===== src/rtl/eq_d.sv =====
// 5/3 (LeGall) reversible lifting core: predict step yields detail d3,
// update step yields approximation a2 one clock later from the two neighbouring details.
module eq_d #(
    parameter int W = 10
) (
    output logic signed [W-1:0] d3,
    output logic signed [W-1:0] a2,
    input  logic                clk,
    input  logic signed [W-1:0] x2,
    input  logic signed [W-1:0] x3,
    input  logic signed [W-1:0] x4,
    input  logic                rst
);

    localparam int XW = W + 2;

    logic signed [XW-1:0] x2_e, x3_e, x4_e;
    logic signed [XW-1:0] pair_sum;
    logic signed [XW-1:0] dprev_e, d3_e, x2q_e;
    logic signed [XW-1:0] upd_sum;

    logic signed [W-1:0] d3_d, d3_q;
    logic signed [W-1:0] a2_d, a2_q;
    logic signed [W-1:0] d_prev_d, d_prev_q;
    logic signed [W-1:0] x2_d, x2_q;

    // NOTE: every variable gets a value on every pass through this block, so no latch is inferred.
    always_comb begin
        x2_e     = {{2{x2[W-1]}}, x2};
        x3_e     = {{2{x3[W-1]}}, x3};
        x4_e     = {{2{x4[W-1]}}, x4};
        pair_sum = x2_e + x4_e;
        // >>> on a signed operand floors toward minus infinity; the cast wraps to W bits.
        d3_d     = W'(x3_e - (pair_sum >>> 1));

        // Update uses the pre-edge detail pair (left = d_prev_q, right = d3_q).
        dprev_e  = {{2{d_prev_q[W-1]}}, d_prev_q};
        d3_e     = {{2{d3_q[W-1]}}, d3_q};
        x2q_e    = {{2{x2_q[W-1]}}, x2_q};
        upd_sum  = dprev_e + d3_e + XW'(2);
        a2_d     = W'(x2q_e + (upd_sum >>> 2));

        d_prev_d = d3_q;
        x2_d     = x2;
    end

    // NOTE: non-blocking assignments so every flop samples the old values of the others at the edge.
    always_ff @(posedge clk) begin
        if (rst) begin
            d3_q     <= '0;
            a2_q     <= '0;
            d_prev_q <= '0;
            x2_q     <= '0;
        end else begin
            d3_q     <= d3_d;
            a2_q     <= a2_d;
            d_prev_q <= d_prev_d;
            x2_q     <= x2_d;
        end
    end

    assign d3 = d3_q;
    assign a2 = a2_q;

endmodule


===== config.mk =====
export PLATFORM = sky130hd
export DESIGN_NAME = eq_d
export DESIGN_NICKNAME = d
export VERILOG_FILES = /design/src/rtl/eq_d.sv
export SDC_FILE = /design/constraint.sdc
export NUM_CORES = 1
export LEC_CHECK = 0
export ABC_AREA = 1
export CAP_MARGIN = 20
export CORE_MARGIN = 2
export CORE_UTILIZATION = 30
export CTS_CLUSTER_SIZE = 10
export DETAILED_ROUTE_END_ITERATION = 10
export GPL_TIMING_DRIVEN = 0
export PLACE_DENSITY = 0.53
export SLEW_MARGIN = 20
export SYNTH_ARGS = -nofsm -noshare
export SYNTH_HDL_FRONTEND = slang
export SYNTH_SLANG_ARGS = --single-unit

===== constraint.sdc =====
create_clock -name clk -period 7.2 [get_ports clk]
set_input_delay 1.8 -clock clk [delete_from_list [all_inputs] [get_ports clk]]
set_output_delay 1.8 -clock clk [all_outputs]
set_load 0.01 [all_outputs]

==> out/summary.json <==
{
  "area.growth.synth_to_final": {"value": 27.24, "unit": "%"},
  "grt_use_total": {"value": 0.1358},
  "first_global_vias": {"value": 2584},
  "worst-endpoint-required": {"value": 7380, "unit": "ps"},
  "ys_seq_area_frac": {"value": 0.2767},
  "port_buffers": {"value": 50},
  "cp-start-kind": {"value": "primary input"},
  "power.leakage": {"value": 1.862, "unit": "nW"},
  "report.final.hold_viol_count": {"value": 0},
  "rsz0062_at_grt": {"value": "no"},
  "fin_worst_skew": {"value": 6.275, "unit": "ps"},
  "period_share": {"value": 0.6010},
  "global_route_wire_length_before_repair": {"value": 11.18, "unit": "mm"},
  "initial_core_util": {"value": 0.3117},
  "vdd.ir_drop.worst": {"value": 0.1035, "unit": "mV"},
  "fillCellCount": {"value": 983},
  "io-pin-count": {"value": 52},
  "layout_common_cells": {"value": "inv_1, nand2_1, clkdlybuf4s50_1"},
  "timing.final.setup_violations": {"value": 0},
  "ctsRootBufferMaster": {"value": "clkbuf_8"},
  "grt_start_max_net_pins": {"value": 13},
  "std_cell_rows": {"value": 35},
  "synth-seq-cells": {"value": 40},
  "htree_num_levels": {"value": 2},
  "setup_tns": {"value": 0, "unit": "ps"},
  "area_used_by_sequential_logic_in_the_layout": {"value": 800.8, "unit": "um2"},
  "worstPathArrival": {"value": 4510, "unit": "ps"},
  "run_status": {"value": "finished, final reports clean"},
  "max_cap_viol_count": {"value": 0},
  "worst_hold_path_type": {"value": "flip-flop to flip-flop"},
  "timing_max_transition_violations_final": {"value": 0},
  "antennaDiodeCount": {"value": 0},
  "post_synth_inst_count": {"value": 394},
  "floorplan.die.width": {"value": 102.2, "unit": "um"},
  "routed_via_density": {"value": 4.423},
  "post_synth.cell_area_avg": {"value": 7.345, "unit": "um2"},
  "power.density": {"value": 267.0, "unit": "nW/um2"},
  "total_die_area": {"value": 10450, "unit": "um2"},
  "vias": {"value": 2570},
  "ys_warn_count": {"value": 0},
  "numClockSinks": {"value": 40},
  "critPathKind": {"value": "primary input to flip-flop"},
  "clock.fmax": {"value": 231.1, "unit": "MHz"},
  "grt_antenna_before_repair": {"value": 0},
  "clkSlewWorstSetupHoldPaths": {"value": 80, "unit": "ps"},
  "multi_input_gate_area_in_the_final_layout": {"value": 1812, "unit": "um2"},
  "global_route.overflow_total": {"value": 0},
  "postLayoutCoreUtil": {"value": 0.3966},
  "totalWireLength": {"value": 6.529, "unit": "mm"},
  "overall_die_height": {"value": 102.2, "unit": "um"},
  "r2r_start": {"value": "d3[3]"},
  "critPathCaptureType": {"value": "flip-flop"},
  "mappedNetlistNets": {"value": 475},
  "distinct_cell_type_count_of_the_synthesized_netlist": {"value": 30},
  "tritoncts_clock_tree": {"value": "yes"},
  "cp_max_fo": {"value": 5},
  "relative_slew_slack": {"value": 0.5861},
  "worstSkewPairLatency": {"value": 290, "unit": "ps"},
  "timing_worst_slew_pin_value": {"value": 620.9, "unit": "ps"},
  "synth.cell_area": {"value": 2894, "unit": "um2"},
  "core_region_area": {"value": 9284, "unit": "um2"},
  "cts_resized": {"value": 0},
  "worst_hold_startpoint": {"value": "d3[5]"},
  "cts_post_setup_buffers_inserted": {"value": 0},
  "drt_iter0_markers": {"value": 43},
  "antenna_violating_nets_post_route": {"value": 0},
  "final_layout_size_suffix_gt1_frac": {"value": 0.04425},
  "post_cts_hold_buffer_count": {"value": 0},
  "detail_route.first_pass.iterations": {"value": 4},
  "most_frequent_standard_cell_in_the_layout_excluding_fill_and_tap_cells": {"value": "inv_1"},
  "tritoncts.num_buffers": {"value": 5},
  "num-nets-final": {"value": 532},
  "remaining_drc_errors": {"value": 0},
  "finalWeightedCongestion": {"value": 0.9199},
  "wire_per_inst": {"value": 11.24, "unit": "um"},
  "buffer_depth_of_the_longest_clock_path": {"value": 2},
  "hpwlAfterDp": {"value": 5.432, "unit": "mm"},
  "layout_min_cycle_time": {"value": 4327, "unit": "ps"},
  "crit_start": {"value": "x2[2]"}
}
[registers in the layout, summed over array words and instances, names as in the netlist]
register and flops:
x2_q 10, a2 10, d3 10, d_prev_q 10
[metrics by stage]
step	worst slack (ps)	hold WS [ps]	cell area, um2	cells	power [mW]
final	2873	449.0	3682	581	0.9832
after detailed placement	2608	436.4	3556	573	0.7883
after global placement	2623	431.1	3556	573	0.7853
after CTS	2909	455.1	3682	581	0.9945
after floorplan	3331	459.1	2894	394	0.6251
after global routing	2594	488.9	3682	581	1.082
[path summary, 6_finish.rpt]
path | cells after the start | slack [ps] | end
hold / removal | 2 | 450 | d_prev_q[5]
hold reg to reg | 2 | 450 | d_prev_q[5]
setup / recovery | 16 | 2870 | d3[9]
setup reg to reg | 19 | 4020 | a2[9]
[cell usage after synthesis]
cell	count	area, um2
nor2_4	1	11.26
xor2_1	12	105.1
a21oi_1	35	175.2
inv_1	68	255.2
a21oi_2	1	8.760
a31o_2	1	8.760
nand2_1	60	225.2
dfxtp_1	40	800.8
nor2_1	48	180.2
nand4_1	6	37.54
inv_2	1	3.750
o21ai_1	2	10.01
and2_1	1	6.260
o31ai_1	2	15.01
nor3b_1	1	7.510
a21o_1	4	30.03
xnor2_1	5	43.79
nor2_2	2	12.51
o21a_1	1	7.510
buf_6	1	11.26
nor3_1	3	15.01
nand3_1	20	100.1
o21bai_1	5	37.54
a221oi_1	2	17.52
nand2_2	3	18.77
nand3_2	2	20.02
ha_1	45	563.0
o21ai_0	15	75.07
fa_1	4	80.08
clkbuf_1	3	11.26
[worst max-delay path, cell delays in order]
cell,delay [ps]
clkdlybuf4s50_1,420
ha_1,370
a21oi_1,200
o21ai_0,120
a21oi_2,200
nor2_2,70
nor2_1,120
xor2_1,80
ha_1,350
nand2_1,90
nor2_1,170
o21ai_0,180
nand4_1,150
nand3_1,90
nand2_1,60
nor2_1,30
[cell type report]
class	count	area share
well taps	129	0.04383
clock inverters	1	0.008155
repair buffers	50	0.1359
flip-flops and latches	40	0.2175
plain buffers	4	0.006116
multi-input cells	281	0.4920
inverters	69	0.07034
clock buffers	7	0.02616
[power by group]
part           switching (mW)  internal (mW)  total, mW
combinational           0.271          0.224      0.495
clock                  0.0779          0.122      0.200
sequential             0.0194          0.268      0.288
[per-layer routing]
metal | vias to the layer above | wire [um] | global-route usage
met3 | 13 | 374 | 0.02668
met1 | 1105 | 2923 | 0.1592
met4 | 0 | 158 | 0.05026
li1 | 1389 | - | -
met2 | 63 | 3072 | 0.2444
met5 | - | 0 | 0
[logic make-up after synthesis]
| family | synth area share |
|---|---|
| AO/OA/AOI/OAI | 0.1332 |
| XOR/XNOR | 0.05145 |
| adder cells (fa/ha/maj) | 0.2222 |
| buffers and inverters | 0.09727 |
| flip-flops | 0.2767 |
| AND/OR/NAND/NOR | 0.2192 |
Power figures use the tool's default switching activity.
